<file path="config.mk">
export PLATFORM = sky130hd
export DESIGN_NAME = xdma_write_burst_framer
export DESIGN_NICKNAME = d
export VERILOG_FILES = /design/src/rtl/xdma_write_burst_framer.sv
export SDC_FILE = /design/constraint.sdc
export NUM_CORES = 1
export LEC_CHECK = 0
export CAP_MARGIN = 10
export CORE_UTILIZATION = 55
export DETAILED_ROUTE_END_ITERATION = 16
export PLACE_DENSITY = 0.8
export SETUP_SLACK_MARGIN = 0.02
export SYNTH_ARGS = -nofsm -noshare
export SYNTH_HDL_FRONTEND = slang
export SYNTH_SLANG_ARGS = --single-unit
</file>
<file path="constraint.sdc">
create_clock -name clk_i -period 5.4 [get_ports clk_i]
set_input_delay 0.54 -clock clk_i [delete_from_list [all_inputs] [get_ports clk_i]]
set_output_delay 0.54 -clock clk_i [all_outputs]
set_load 0.03 [all_outputs]
</file>
<file path="src/rtl/xdma_write_burst_framer.sv">
// Splits one write task into bursts bounded by MAX_BURST_BEATS and 4 KiB pages,
// tagging each beat with its burst address and a last flag.
// Optional: XDMA_WRITE_FRAMER_OUT_REG_EN inserts a two-entry spill register on the output.
module xdma_write_burst_framer #(
  parameter type         data_t          = logic,
  parameter type         addr_t          = logic,
  parameter int unsigned LEN_WIDTH       = 32,
  parameter int unsigned MAX_BURST_BEATS = 256,
  parameter int unsigned BEAT_BYTES      = $bits(data_t) / 8
) (
  input  logic                 clk_i,
  input  logic                 rst_ni,
  input  addr_t                task_addr_i,
  input  logic [LEN_WIDTH-1:0] task_len_i,
  input  logic                 task_valid_i,
  output logic                 task_ready_o,
  input  data_t                inp_data_i,
  input  logic                 inp_valid_i,
  output logic                 inp_ready_o,
  output addr_t                oup_addr_o,
  output data_t                oup_data_o,
  output logic                 oup_last_o,
  output logic                 oup_valid_o,
  input  logic                 oup_ready_i,
  output logic                 busy_o
);

  localparam int unsigned AW         = $bits(addr_t);
  localparam int unsigned BEAT_SHIFT = (BEAT_BYTES > 1) ? $clog2(BEAT_BYTES) : 0;
  localparam int unsigned LW1        = LEN_WIDTH + 1;
  // Comparison width must hold both the length and a full page of beats (4096).
  localparam int unsigned CW         = (LW1 > 13) ? LW1 : 13;
  localparam int unsigned AXW        = (AW > 13) ? AW : 13;

  typedef enum logic {IDLE, BURST} state_e;

  state_e               state_q, state_d;
  addr_t                cur_addr_q, cur_addr_d;
  logic [LEN_WIDTH-1:0] remaining_q, remaining_d;
  logic [LW1-1:0]       beat_cnt_q, beat_cnt_d;

  addr_t                task_addr_al;
  logic [11:0]          page_off;
  logic [CW-1:0]        page_room;
  logic [CW-1:0]        len_min;
  logic [LW1-1:0]       burst_len;
  logic [12:0]          byte_step;
  logic [AXW-1:0]       addr_sum;
  addr_t                next_addr;
  logic                 last_beat;
  logic                 in_burst;
  logic                 fr_valid;
  logic                 fr_ready;
  logic                 fire;

  assign task_addr_al = (task_addr_i >> BEAT_SHIFT) << BEAT_SHIFT;

  // Burst length is the tightest of: beats left, burst cap, beats to the page end.
  always_comb begin
    page_off  = 12'(cur_addr_q);
    page_room = CW'((13'd4096 - {1'b0, page_off}) >> BEAT_SHIFT);
    len_min   = CW'(remaining_q);
    if (CW'(MAX_BURST_BEATS) < len_min) len_min = CW'(MAX_BURST_BEATS);
    if (page_room < len_min)            len_min = page_room;
  end

  assign burst_len = LW1'(len_min);
  assign byte_step = 13'(burst_len) << BEAT_SHIFT;
  assign addr_sum  = AXW'(cur_addr_q) + AXW'(byte_step);
  assign next_addr = AW'(addr_sum);
  assign last_beat = (beat_cnt_q == (burst_len - LW1'(1)));

  assign in_burst  = (state_q == BURST);
  assign fr_valid  = in_burst & inp_valid_i;
  assign fire      = fr_valid & fr_ready;

  always_comb begin
    // NOTE: every output of this block gets a default first, so no path can infer a latch.
    state_d      = state_q;
    cur_addr_d   = cur_addr_q;
    remaining_d  = remaining_q;
    beat_cnt_d   = beat_cnt_q;
    task_ready_o = 1'b0;
    case (state_q)
      IDLE: begin
        task_ready_o = 1'b1;
        // A zero-length task is consumed here without leaving IDLE.
        if (task_valid_i && (task_len_i != '0)) begin
          state_d     = BURST;
          cur_addr_d  = task_addr_al;
          remaining_d = task_len_i;
          beat_cnt_d  = '0;
        end
      end
      BURST: begin
        if (fire) begin
          if (last_beat) begin
            cur_addr_d  = next_addr;
            remaining_d = remaining_q - LEN_WIDTH'(burst_len);
            beat_cnt_d  = '0;
            if (remaining_q == LEN_WIDTH'(burst_len)) state_d = IDLE;
          end else begin
            beat_cnt_d = beat_cnt_q + LW1'(1);
          end
        end
      end
    endcase
  end

  always_ff @(posedge clk_i or negedge rst_ni) begin
    // NOTE: non-blocking assignments keep all register updates independent of statement order.
    if (!rst_ni) begin
      state_q     <= IDLE;
      cur_addr_q  <= '0;
      remaining_q <= '0;
      beat_cnt_q  <= '0;
    end else begin
      state_q     <= state_d;
      cur_addr_q  <= cur_addr_d;
      remaining_q <= remaining_d;
      beat_cnt_q  <= beat_cnt_d;
    end
  end

`ifdef XDMA_WRITE_FRAMER_OUT_REG_EN
  // Two-entry spill register: A takes new beats, B catches A when the sink stalls.
  logic  a_full_q, b_full_q;
  addr_t a_addr_q, b_addr_q;
  data_t a_data_q, b_data_q;
  logic  a_last_q, b_last_q;
  logic  a_fill, a_drain, b_fill, b_drain;
  logic  sel_last;

  assign fr_ready = ~a_full_q | ~b_full_q;
  assign a_fill   = fire;
  assign a_drain  = a_full_q & ~b_full_q;
  assign b_fill   = a_drain & ~oup_ready_i;
  assign b_drain  = b_full_q & oup_ready_i;

  always_ff @(posedge clk_i or negedge rst_ni) begin
    // NOTE: payload registers are reset as well so the outputs read 0 during reset.
    if (!rst_ni) begin
      a_full_q <= 1'b0;
      b_full_q <= 1'b0;
      a_addr_q <= '0;
      a_data_q <= '0;
      a_last_q <= 1'b0;
      b_addr_q <= '0;
      b_data_q <= '0;
      b_last_q <= 1'b0;
    end else begin
      a_full_q <= a_fill | (a_full_q & ~a_drain);
      b_full_q <= b_fill | (b_full_q & ~b_drain);
      if (a_fill) begin
        a_addr_q <= cur_addr_q;
        a_data_q <= inp_data_i;
        a_last_q <= last_beat;
      end
      if (b_fill) begin
        b_addr_q <= a_addr_q;
        b_data_q <= a_data_q;
        b_last_q <= a_last_q;
      end
    end
  end

  assign sel_last    = b_full_q ? b_last_q : a_last_q;
  assign oup_valid_o = a_full_q | b_full_q;
  assign oup_addr_o  = b_full_q ? b_addr_q : a_addr_q;
  assign oup_data_o  = b_full_q ? b_data_q : a_data_q;
  assign oup_last_o  = oup_valid_o & sel_last;
  assign inp_ready_o = in_burst & fr_ready;
  assign busy_o      = in_burst | a_full_q | b_full_q;
`else
  assign fr_ready    = oup_ready_i;
  assign oup_valid_o = fr_valid;
  assign oup_addr_o  = cur_addr_q;
  assign oup_data_o  = inp_data_i;
  assign oup_last_o  = in_burst & last_beat;
  assign inp_ready_o = in_burst & oup_ready_i;
  assign busy_o      = in_burst;
`endif

endmodule

</file>
==> impl_metrics.py <==
metrics = {
    "global_routing": {
        "grt_max_degree": 68,
        "antenna_found_initial": 0,
        "grt_remaining_overflow": 0,
        "grt_usage": 0.337,
        "grt_pass1_wl_um": 33000,
        "grt_pass1_vias": 6590,
    },
    "clocking": {
        "cts_tree": "yes",
        "clockBufferDepth": 2,
        "clock_sinks": 67,
        "hold_buffers": 0,
        "clkLatencyLatePin_ns": 0.36,
        "path_clk_slew_ns": 0.07,
        "clockRootBuffer": "clkbuf_16",
        "htree_levels": 3,
        "cts_buffers": 9,
    },
    "layout": {
        "fin_util": 0.780,
        "area_growth_pct": 38.1,
        "fin_nets": 980,
        "antenna_cells": 0,
        "drive_above_1_share": 0.322,
    },
    "power": {
        "ir_drop_mv": 0.418,
        "p_leak_uw": 0.00373,
        "swShare": 0.459,
        "power.density_nw_per_um2": 485,
        "power_frac_comb": 0.657,
        "total_power_uw": 4340,
        "pwr-share-seq": 0.196,
        "switching_power_uw": 1990,
        "intPower_uw": 2350,
        "power_frac_clock": 0.147,
    },
    "synth": {
        "synth_ff_type": "dfrtp_1",
        "yosys.cell_count.top_type": "nor2_1",
        "ys.warnings.count": 0,
        "synthArstFlopShare": 1.00,
        "synth_top_area_frac": 0.259,
        "synth_seq_area_share": 0.259,
        "synth_area_um2": 6480,
        "avgSynthCellArea_um2": 8.62,
        "synth_cell_types": 84,
        "netlist_top_cells_count": "nor2_1 (70), dfrtp_1 (67), nand2_1 (67)",
        "ys_ff_latch": 67,
        "synth_area_leaders": "dfrtp_1 (26%), ha_1 (8.7%), xnor2_1 (5.0%)",
        "synth_edf_count": 0,
        "synthCells": 752,
        "synth_top_area_cell": "dfrtp_1",
    },
    "detailed_routing": {
        "totalWireLength_um": 24400,
        "remaining_drc_errors": 0,
        "top_layer": "met4",
        "wl_per_cell_um": 23.4,
        "ant_nets": 0,
        "wl_met3_um": 2190,
        "m1WireLength_um": 9370,
        "dr.first_iter.drc_count": 944,
        "viasPerCell": 6.82,
        "vias": 7110,
        "first_pass_iters": 7,
        "route.met2.wl_um": 11400,
    },
    "place": {
        "dp_hpwl_um": 14400,
        "routabilityCongestion": 0.944,
        "port_buffers": 43,
    },
    "worst_hold_path": {
        "worstHoldPathType": "in2async",
    },
    "run": {
        "cap_violations": 0,
    },
    "outcome": {
        "violations": "negative setup slack",
        "outcome": "finished with violations",
    },
    "critical_path": {
        "worstPathRequired_ns": 4.86,
        "setup.worst_path.start_class": "flip-flop",
        "reg2regPathDepth": 24,
        "critical_path_class": "reg2out",
        "worst_setup_path_end_kind": "output port",
        "r2r_setup_slack_ns": -0.31,
        "cp_max_fo": 6,
        "reg2reg_from": "remaining_q[20]",
        "cp.arrival_ns": 5.31,
        "r2r-end": "remaining_q[3]",
    },
    "sta": {
        "rsz0062_at_grt": "yes",
        "timing.slew.headroom": 0.390,
        "tightest_slew_ns": 0.916,
        "fin_crit_sh": 1.08,
        "clock_skew_ns": 0.0124,
        "fin_crit_ns": 5.85,
        "setup_violations": 64,
        "fin_ws_ns": -0.449,
        "hold_violations": 0,
        "fmax_mhz": 171,
        "slew_viol_final": 0,
    },
    "floorplanning": {
        "num_rows": 39,
        "die_w_um": 111,
        "initial_utilization": 0.565,
        "ioPinCount": 46,
        "core_area_um2": 11500,
        "die-area_um2": 12200,
        "die_h_um": 111,
    },
}
-- placed cells by master (no fill, tap or decap), types with 20 or more instances in the layout --
master,netlist,layout
buf_4,2,77
dfrtp_1,67,61
nand2_1,67,59
nor2_1,70,46
clkdlybuf4s50_1,0,41
xnor2_1,37,34
ha_1,45,34
nand3_1,33,32
a21oi_1,44,32
mux2_4,20,25
inv_1,27,24
nor2_4,0,22
conb_1,1,22
o21ai_0,27,21
nor3_1,24,20
-- power groups by stage --
stage / combinational, uW / clock, uW / sequential (uW)
2_1_floorplan: 1700 / 0 / 775
3_3_place_gp: 2170 / 0 / 812
3_5_place_dp: 2260 / 0 / 822
4_1_cts: 2410 / 633 / 827
5_1_grt: 3020 / 656 / 860
6_report: 2850 / 638 / 848
-- per-stage QoR --
stage          instances  TNS (ns)  setup WS, ns  area [um^2]  hold WS [ns]
3_3_place_gp         974   -0.0450       -0.0450         7400         0.528
5_1_grt             1043    -28.67        -0.598         8950         0.479
6_report            1043    -14.25        -0.449         8950         0.384
4_1_cts             1013         0        0.0118         8100         0.430
3_5_place_dp         974     -6.90        -0.280         7400         0.530
2_1_floorplan        773         0        0.0219         6620         0.244
-- routing by layer --
metal	vias to the layer above	track usage
met5	-	0
met4	0	0.154
met3	145	0.0642
met2	514	0.557
met1	3381	0.425
li1	3070	-
-- worst max path at each step --
stage                    start         endpoint  depth (start not counted)
2_1_floorplan  remaining_q[19]  remaining_q[30]                         24
3_3_place_gp   remaining_q[28]  remaining_q[30]                         24
3_5_place_dp   remaining_q[28]  remaining_q[30]                         24
4_1_cts        remaining_q[20]       oup_last_o                         20
5_1_grt        remaining_q[20]  remaining_q[30]                         23
6_report       remaining_q[20]       oup_last_o                         20
-- repair_timing --
| action | CTS | global route |
|---|---|---|
| gates cloned | 0 | 7 |
| pin swaps | 30 | 65 |
| resized for setup | 45 | 126 |
| setup buffers | 23 | 23 |
| endpoints found under the hold margin | 0 | 0 |
| setup endpoints to repair | 59 | 64 |
-- cells by family after synthesis --
| family | synth area share |
|---|---|
| simple gates | 0.240 |
| mux | 0.0998 |
| fa+ha+maj | 0.0900 |
| compound gates | 0.190 |
| flops | 0.259 |
| xor+xnor | 0.0743 |
| buf+inv | 0.0469 |
| other cells | 0.000579 |
-- worst max-delay path: stages (launching register included) --
cell,delay (ns)
dfrtp_2,0.45
nor4_4,0.42
buf_4,0.21
nand4_4,0.13
nor3_4,0.26
nand2_2,0.10
ha_4,0.22
and4_4,0.17
a221o_2,0.46
a21oi_4,0.23
nor2_4,0.07
a21oi_4,0.24
ha_4,0.28
buf_6,0.13
nand3_4,0.08
or3_1,0.34
a22o_1,0.26
a211oi_2,0.26
nor4b_4,0.29
and2_4,0.20
buf_6,0.13
-- final cells by class --
type | instances | area, um^2
clock buffers | 9 | 225
multi-input cells | 646 | 5320
well taps | 143 | 179
flip-flops and latches | 67 | 1680
fillers | 667 | 2520
repair buffers | 141 | 1340
inverters | 30 | 120
clock inverters | 7 | 81.3
-- state kept, by name, summed over array words and instances (netlist names) --
| signal | count |
|---|---|
| busy_o | 1 |
| beat_cnt_q | 33 |
| remaining_q | 32 |
| oup_addr_o | 1 |
Note: power is estimated with default switching activity, not from simulation.
